### config.mk
export PLATFORM = sky130hd
export DESIGN_NAME = traffic_preempt_arbiter
export DESIGN_NICKNAME = d
export VERILOG_FILES = /design/src/rtl/tlc_pkg.sv /design/src/rtl/rr_pick4.sv /design/src/rtl/traffic_preempt_arbiter.sv
export SDC_FILE = /design/constraint.sdc
export NUM_CORES = 1
export LEC_CHECK = 0
export ABC_AREA = 1
export ABC_CLOCK_PERIOD_IN_PS = 3100
export BUFFER_PORTS_ARGS = -buffer_cell sky130_fd_sc_hd__buf_2
export CAP_MARGIN = 20
export CORE_MARGIN = 3
export CORE_UTILIZATION = 30
export DETAILED_ROUTE_END_ITERATION = 12
export SLEW_MARGIN = 0
export SYNTH_ARGS = -nofsm -noshare
export SYNTH_HDL_FRONTEND = slang
export SYNTH_SLANG_ARGS = --single-unit
### constraint.sdc
create_clock -name clk -period 3.1 [get_ports clk]
set_input_delay 0.465 -clock clk [delete_from_list [all_inputs] [get_ports clk]]
set_output_delay 0.465 -clock clk [all_outputs]
set_load 0.02 [all_outputs]
### src/rtl/tlc_pkg.sv
// tlc_pkg: lamp encodings, approach and pre-emption state types shared by the arbiter.
package tlc_pkg;
  typedef logic [2:0] light_t;
  localparam light_t RED = 3'b100, YELLOW = 3'b010, GREEN = 3'b001;
  typedef enum logic [1:0] {M1, M2, MT, S} approach_e;
  typedef enum logic [2:0] {IDLE, CLEAR, ALLRED, SERVE, EXIT, RESYNC} state_e;
  function automatic light_t sanitize(input light_t v);
    return (v == GREEN || v == YELLOW) ? v : RED;
  endfunction
  function automatic logic [1:0] idx_of(input logic [3:0] oh);
    return {oh[3] | oh[2], oh[3] | oh[1]};
  endfunction
endpackage

### src/rtl/rr_pick4.sv
// rr_pick4: combinational 4-way round-robin, first requester at or after ptr (cyclic).
module rr_pick4 (
  input  logic [3:0] req,
  input  logic [1:0] ptr,
  output logic [3:0] grant,
  output logic       valid
);
  logic [7:0] dbl, spin;
  logic [3:0] rot, pick;
  always_comb begin
    dbl = {req, req} >> ptr;
    rot = dbl[3:0];
    pick = rot & (~rot + 4'd1);
    spin = {pick, pick} << ptr;
    grant = spin[7:4];
    valid = |req;
  end
endmodule

### src/rtl/traffic_preempt_arbiter.sv
// traffic_preempt_arbiter: passes controller lights through, or seizes the intersection
// to serve emergency requests round-robin, then hands back with a restart pulse.
module traffic_preempt_arbiter
  import tlc_pkg::*;
#(
  parameter int YELLOW_CYC   = 3,
  parameter int ALLRED_CYC   = 2,
  parameter int HOLD_MIN_CYC = 5,
  parameter int HOLD_MAX_CYC = 30
) (
  input  logic       clk,
  input  logic       rst,
  input  light_t     light_M1_in,
  input  light_t     light_M2_in,
  input  light_t     light_MT_in,
  input  light_t     light_S_in,
  input  logic [3:0] emg_req,
  output light_t     light_M1,
  output light_t     light_M2,
  output light_t     light_MT,
  output light_t     light_S,
  output logic [3:0] emg_grant,
  output logic       preempt_active,
  output logic       tlc_restart
);
  localparam int CW = $clog2(HOLD_MAX_CYC + 1);
  state_e state, nxt;
  logic [CW-1:0] cnt, cnt_d;
  logic [3:0] gnt, gnt_d, snap, snap_d, busy_now, green_now, pick_req, pick;
  logic [1:0] rr_ptr, rr_d, gidx, pick_ptr;
  logic pick_ok;
  light_t in_l [4];
  light_t lt_d [4];
  light_t lt_q [4];
  // In EXIT the picker looks past the current grant so it cannot be re-served back to back.
  always_comb begin
    in_l = '{sanitize(light_M1_in), sanitize(light_M2_in), sanitize(light_MT_in), sanitize(light_S_in)};
    for (int i = 0; i < 4; i++) begin
      busy_now[i] = in_l[i] != RED;
      green_now[i] = in_l[i] == GREEN;
    end
    gidx = idx_of(gnt);
    pick_req = state == EXIT ? emg_req & ~gnt : emg_req;
    pick_ptr = state == EXIT ? gidx + 2'd1 : rr_ptr;
  end
  rr_pick4 u_pick (.req(pick_req), .ptr(pick_ptr), .grant(pick), .valid(pick_ok));
  always_comb begin
    nxt = state;
    cnt_d = cnt + CW'(1);
    gnt_d = gnt;
    snap_d = snap;
    rr_d = rr_ptr;
    case (state)
      IDLE: begin
        cnt_d = CW'(1);
        if (pick_ok) begin
          gnt_d = pick;
          snap_d = busy_now;
          nxt = |green_now ? CLEAR : ALLRED;
        end
      end
      CLEAR: if (cnt == CW'(YELLOW_CYC)) nxt = ALLRED;
      ALLRED: if (cnt == CW'(ALLRED_CYC)) nxt = |gnt ? SERVE : RESYNC;
      SERVE: if ((cnt >= CW'(HOLD_MIN_CYC) && !(|(emg_req & gnt))) || cnt == CW'(HOLD_MAX_CYC)) nxt = EXIT;
      EXIT: if (cnt == CW'(YELLOW_CYC)) begin
        nxt = ALLRED;
        rr_d = gidx + 2'd1;
        gnt_d = pick_ok ? pick : 4'b0;
      end
      default: nxt = IDLE;
    endcase
    if (nxt != state) cnt_d = CW'(1);
    // Outputs are decoded from next-state values so each register shows the state being entered.
    for (int i = 0; i < 4; i++)
      lt_d[i] = nxt == IDLE ? in_l[i]
              : (nxt == CLEAR && snap_d[i]) || (nxt == EXIT && gnt_d[i]) ? YELLOW
              : nxt == SERVE && gnt_d[i] ? GREEN : RED;
  end
  always_ff @(posedge clk or negedge rst)
    if (!rst) begin
      state <= IDLE;
      cnt <= CW'(1);
      gnt <= '0;
      snap <= '0;
      rr_ptr <= '0;
      lt_q <= '{default: RED};
      emg_grant <= '0;
      preempt_active <= 1'b0;
      tlc_restart <= 1'b0;
    end else begin
      state <= nxt;
      cnt <= cnt_d;
      gnt <= gnt_d;
      snap <= snap_d;
      rr_ptr <= rr_d;
      lt_q <= lt_d;
      emg_grant <= (nxt == SERVE || nxt == EXIT) ? gnt_d : 4'b0;
      preempt_active <= nxt != IDLE;
      tlc_restart <= nxt == RESYNC;
    end
  assign light_M1 = lt_q[M1];
  assign light_M2 = lt_q[M2];
  assign light_MT = lt_q[MT];
  assign light_S = lt_q[S];
endmodule
==> results.ini, run 1 <==
[power_and_ir_drop]
pwr-share-clk_pct=14.1
power_frac_comb_pct=52.7
intPower_mw=1.199
total_power_mw=2.341
power_density_nw_per_um2=855.5
switching_share_pct=48.77
seqPwrFrac_pct=33.2
ir_drop_v=0.0004136
power.leakage_nw=1.439
netSwitchingPower_mw=1.142

[floorplan]
coreArea_sq_um=7447
die_w_um=95.00
rows=31
dieArea_sq_um=9024
ios=36
fp.dieH_um=95.00
initial_utilization_pct=31.91

[placement]
io_buffers=35
dpl.hpwl_um=4548
dp.cells=465
place_congestion=0.8347
dpl_cell_area_sq_um=2651

[clock_network]
path_clk_slew_ps=70
clk_latency_ps=290
cts_max_path_buffers=2
cts_tree=yes
clock-sinks=36
ctsHoldBuffers=0
cts_resized=0
cts.root.buffer_cell=clkbuf_8
cts_setup_buffers=0
numCtsBuffers=5
htree_num_levels=2

[critical_path]
max_stage_delay_ps=460
cp_slowest_cell=dfrtp_1
worstSetupPathType=flop to flop
crit_path_start_kind=flop
arrival_ps=2710
crit_path_cell_trace=nor2_4 -> nand2_2 -> nand2_1 -> nand2_2 -> nand2_1 -> nand2_1 -> nand2_1 -> nand2_2 -> nor2_4 -> nand3_1 -> nand3_1 -> nand3_1 -> nand2_1 -> nand3_1 -> nand2_1 -> nand2_1
worst_setup_path_end_kind=flop
crit_fanout=15
crit_top_cell=nand2_1
cp.required_ps=3320

[grt]
overflow=0
grt_pass1_vias=2175
grt.total_usage_pct=14.04
grt_pass1_wl_um=10160
grt_max_degree=37
antenna_found_initial=0

[drt]
wl_per_cell_um=12.30
drt_iter0_markers=146
route.final.wire_length_um=5816
vias=2261
drc=0
drt-pass1-iter-count=4
antenna_left=0
vias_per_cell=4.780

[final_layout]
drive_above_1_share_pct=20.86
seq_area_sq_um=907.1
multi_input_area_sq_um=1272
diodes=0
area_delta_synth_final_pct=15.17
design_area_sq_um=2736
fin_nets=394
fill_cells=839
stdcell_count=473

[synthesis]
synth_nets=355
ys_types=32
synth_seq_cells=36
yosys_warnings=0
synthCells=334
syn_area_per_cell_sq_um=7.114
netlist_area_sq_um=2376
yosysSeqAreaShare_pct=38.18

[sta]
finClkSkew_ps=3.993
tns_ps=0
slew_headroom_pct=46.55
worst_pin_slew_ps=801.8
fmax_mhz=402.6
period_share_pct=80.13
drv_slew=0
rsz0062_at_grt=no
hold_viol=0
setup_viol=0
min_period_ps=2484

[hold_path]
hp-class=input port to async pin

[run]
cap_violations=0

[status]
status=completed

[synth_stat cells]
cell type / instances / area share [%]
o22ai_1: 3 / 0.79
nor2_1: 23 / 3.6
o21ai_1: 3 / 0.63
inv_1: 39 / 6.2
o21ai_4: 1 / 0.68
buf_2: 1 / 0.21
o21ai_0: 15 / 3.2
nor2_2: 1 / 0.26
a21oi_1: 8 / 1.7
buf_6: 1 / 0.47
nor3_1: 9 / 1.9
a31oi_1: 5 / 1.3
buf_4: 2 / 0.63
xor2_1: 2 / 0.74
nor3_2: 3 / 1.3
dfstp_2: 5 / 5.5
nand2_2: 10 / 2.6
a21boi_2: 1 / 0.47
inv_2: 5 / 0.79
nand2_4: 1 / 0.47
nor2_4: 3 / 1.4
nand3_1: 52 / 11
ha_1: 3 / 1.6
dfrtp_1: 31 / 33
mux2_2: 1 / 0.47
xnor2_1: 1 / 0.37
nand3_2: 5 / 2.1
o211ai_1: 3 / 0.95
nor3b_1: 1 / 0.32
nand4_1: 4 / 1.1
o21bai_1: 1 / 0.32
nand2_1: 91 / 14
[cells in the final DEF, fill, tap and decap left out, types with 2 or more instances in the layout]
master	synthesis	routed
inv_1	39	39
a21oi_1	8	8
a31oi_1	5	5
o21ai_1	3	3
nand2_2	10	10
inv_2	5	5
o21ai_0	15	15
o22ai_1	3	3
o211ai_1	3	3
nor2_1	23	23
nand4_1	4	4
clkbuf_8	0	5
ha_1	3	3
nor2_4	3	3
nand3_2	5	5
dfstp_2	5	5
nor3_2	3	3
nand2_1	91	91
nand3_1	52	52
clkbuf_1	0	2
nor3_1	9	9
buf_2	1	35
dfrtp_1	31	31
xor2_1	2	2
[power groups by stage]
stage | Clock [mW] | Sequential, mW | Combinational, mW
2_1_floorplan | 0 | 0.859 | 0.829
3_3_place_gp | 0 | 0.781 | 1.23
3_5_place_dp | 0 | 0.783 | 1.23
4_1_cts | 0.342 | 0.776 | 1.24
5_1_grt | 0.367 | 0.797 | 1.40
6_report | 0.331 | 0.777 | 1.23
[path summary, 6_finish.rpt]
check | from | end | slack (ps) | depth (start not counted)
setup / recovery | state[0] | light_M1[2] | 620 | 16
hold / removal | rst | emg_grant[3] | 260 | 1
setup reg to reg | state[0] | light_M1[2] | 620 | 16
hold reg to reg | snap[3] | snap[3] | 500 | 1
max in group asynchronous | rst | tlc_restart | 2330 | 1
min in group clk | light_MT_in[2] | light_MT[0] | 480 | 4
[per-stage QoR]
stage	setup WS, ps	hold WS, ps	util (%)
2_1_floorplan	1163	169.4	-
3_3_place_gp	706.5	481.7	35.60
3_5_place_dp	639.5	483.6	35.60
4_1_cts	629.9	283.9	36.74
5_1_grt	259.7	314.9	36.74
6_report	615.9	262.5	36.74
[cell families (layout without fill, tap and decap cells)]
kind of cell / after synthesis / count (layout) / share of synthesized area (%)
buf+inv: 48 / 88 / 8.267
mux: 1 / 1 / 0.4739
xor+xnor: 3 / 3 / 1.106
fa+ha+maj: 3 / 3 / 1.580
simple gates: 203 / 203 / 40.39
compound gates: 40 / 40 / 10.01
flops: 36 / 36 / 38.18
[layout make-up]
class                           instances  share of cell area, %
Tap cell                               99                  4.527
Inverter                               44                  6.036
Multi-Input combinational cell        250                  46.50
Clock buffer                            7                  2.789
Sequential cell                        36                  33.15
Timing Repair Buffer                   36                  6.676
Clock inverter                          1                 0.3201
[critical path: cells and delay by family, from the launching register on]
kind             cells  cell delay [ps]
DFF                  1              460
and+or+nand+nor     16             1950
[state kept, by name, summed over array words and instances (netlist names)]
register,flops
cnt,5
emg_grant,4
gnt,4
light_M1,3
light_M2,3
light_MT,3
light_S,3
preempt_active,1
rr_ptr,2
snap,4
state,3
tlc_restart,1
[metal layers]
layer | GRT usage [%] | wire, um | share of wire [%]
met1 | 19.43 | 2848 | 49
met2 | 22.20 | 2710 | 47
met3 | 2.789 | 197 | 3.4
met4 | 3.966 | 60 | 1.0
met5 | 0 | 0 | 0
Note: power is estimated with default switching activity, not from simulation.
==> run 2: changes to the inputs <==
Settings changed: ABC_CLOCK_PERIOD_IN_PS 3100 to 2500.
Clock period 3.1 ns to 2.5 ns, I/O delays scaled along.
==> run 2 against run 1 <==
  * Worst setup slack got worse by 400 ps
  * Largest power group unchanged
  * Die area unchanged
  * Largest cell class unchanged
  * Final cell count increased by 1.9%
  * Non-clock buffer count increased by 9
==> results.ini, run 2 (same netlist as run 1, synthesis figures left out) <==
[status]
status=completed

[floorplan]
die_w_um=95.00  ; unchanged
ios=36  ; unchanged
fp.dieH_um=95.00  ; unchanged
coreArea_sq_um=7447  ; unchanged
dieArea_sq_um=9024  ; unchanged
initial_utilization_pct=31.91  ; unchanged
rows=31  ; unchanged

[clock_network]
cts.root.buffer_cell=clkbuf_8
path_clk_slew_ps=80  ; about the same
numCtsBuffers=5  ; unchanged
cts_tree=yes
clk_latency_ps=290  ; about the same
clock-sinks=36  ; unchanged
htree_num_levels=2  ; unchanged
ctsHoldBuffers=0  ; unchanged
cts_max_path_buffers=2  ; unchanged

[grt]
grt_pass1_wl_um=10450  ; +2.9%
overflow=0  ; unchanged
grt.total_usage_pct=14.61  ; +0.57 points
antenna_found_initial=0  ; unchanged
grt_pass1_vias=2242  ; +3.1%
grt_max_degree=37  ; unchanged

[critical_path]
crit_top_cell=nand2_1
worst_setup_path_end_kind=flop
cp_num_buf_inv=1  ; +1
max_stage_delay_ps=440  ; -20 ps
cp_slowest_cell=dfrtp_2
crit_fanout=7  ; -8
crit_family=simple AND/OR/NAND/NOR gates
worstReg2RegEnd=light_S[2]
timing.rr.start=state[1]
rrSetupSlack_ps=220  ; -400 ps
arrival_ps=2510  ; -200 ps
crit_path_cell_trace=nor2_4 -> buf_4 -> nand3_2 -> nand2_1 -> nand4_1 -> nand2_1 -> mux2_2 -> nand2_1 -> nand2_1 -> nor2_1
crit_path_start_kind=flop
worstSetupPathType=flop to flop
rr_worst_depth=10  ; -6
cp.required_ps=2730  ; -590 ps

[final_layout]
layout_common_cells=nand2_1 (91), nand3_1 (52), inv_1 (39), buf_2 (35), dfrtp_1 (29)
final_common_cell=nand2_1
largest_reg_flops=5  ; unchanged
fill_cells=806  ; -3.9%
max_flop_register=cnt
area_delta_synth_final_pct=19.43
diodes=0  ; unchanged
drive_above_1_share_pct=24.02  ; +3.2 points
fin_nets=403  ; +2.3%

[sta]
worst_slack_ps=218.1  ; -397.8 ps
setup_viol=0  ; unchanged
min_period_ps=2282  ; -202.2 ps
slew_headroom_pct=46.74  ; +0.19 points
hold_viol=0  ; unchanged
finClkSkew_ps=4.608  ; +0.6150 ps
period_share_pct=91.28  ; +11 points
worst_pin_slew_ps=798.9  ; -2.842 ps
drv_slew=0  ; unchanged
fmax_mhz=438.2  ; +8.9%

[placement]
io_buffers=35  ; unchanged
preCtsSetupSlack_ps=96.43  ; -543.0 ps
place_congestion=0.8531  ; +2.2%
dpl.hpwl_um=4691  ; +3.2%

[power_and_ir_drop]
total_power_mw=3.046  ; +30%
power.leakage_nw=1.507  ; +4.7%
power_density_nw_per_um2=1073  ; +25%
ir_drop_v=0.0005860  ; +42%

[drt]
drt_iter0_markers=113  ; -23%
drc=0  ; unchanged
antenna_left=0  ; unchanged
vias=2321  ; +2.7%
wl_per_cell_um=12.52  ; +1.8%
route.final.wire_length_um=6034  ; +3.7%
drt-pass1-iter-count=4  ; unchanged
vias_per_cell=4.815  ; +0.74%

[hold_path]
hp-class=input port to async pin

[run]
cap_violations=0  ; unchanged

[run 2: changes by cell type in the layout (fill, tap and decap cells not counted), sizes merged]
cell    change
clkbuf      -1
inv         +1
buf         +9
[run 2: worst max-delay path by stage]
| stage | start | to | slack [ps] | depth (start not counted) |
|---|---|---|---|---|
| after floorplan | cnt[0] | light_S[2] | 560 | 12 |
| after global placement | state[0] | light_M1[2] | 120 | 16 |
| after detailed placement | state[0] | light_M1[2] | 100 | 16 |
| after CTS | state[0] | light_M1[2] | 90 | 16 |
| after global routing | state[0] | light_MT[2] | -30 | 15 |
| final | state[1] | light_S[2] | 220 | 10 |
[run 2: per-layer routing]
metal | track usage (%) | wire (um) | part of all wire [%] | vias up
met2 | 23.55 | 2778 | 46 | 46
met1 | 19.97 | 2930 | 49 | 1077
met3 | 2.550 | 260 | 4.3 | 7
met5 | 0 | 0 | 0 | -
met4 | 4.327 | 65 | 1.1 | 0
li1 | - | - | - | 1191
[run 2: layout make-up]
class | instances | area [sq um] | area share (%)
Inverter | 44 | 165.2 | 5.820
Tap cell | 99 | 123.9 | 4.365
Sequential cell | 36 | 909.6 | 32.05
Clock buffer | 6 | 82.58 | 2.910
Clock inverter | 2 | 13.76 | 0.4850
Multi-Input combinational cell | 250 | 1292 | 45.55
Timing Repair Buffer | 45 | 250.2 | 8.818
[run 2: power breakdown]
part	switching [mW]	internal (mW)
Combinational	1.09	0.542
Sequential	0.152	0.812
Clock	0.226	0.225
[run 2: per-stage QoR]
step | TNS, ps | instance area, sq um | hold slack (ps) | util (%) | cells
after global routing | -39.44 | 2838 | 232.0 | 38.10 | 482
after floorplan | 0 | 2376 | 79.41 | - | 334
final | 0 | 2838 | 158.7 | 38.10 | 482
after CTS | 0 | 2785 | 191.8 | 37.40 | 478
after detailed placement | 0 | 2689 | 477.9 | 36.11 | 470
after global placement | 0 | 2689 | 472.7 | 36.11 | 470
[run 2: what timing repair did]
item / 4_1_cts / 5_1_grt
resized for setup: 0 / 7
setup endpoints to repair: 0 / 20
buffers inserted: 0 / 4
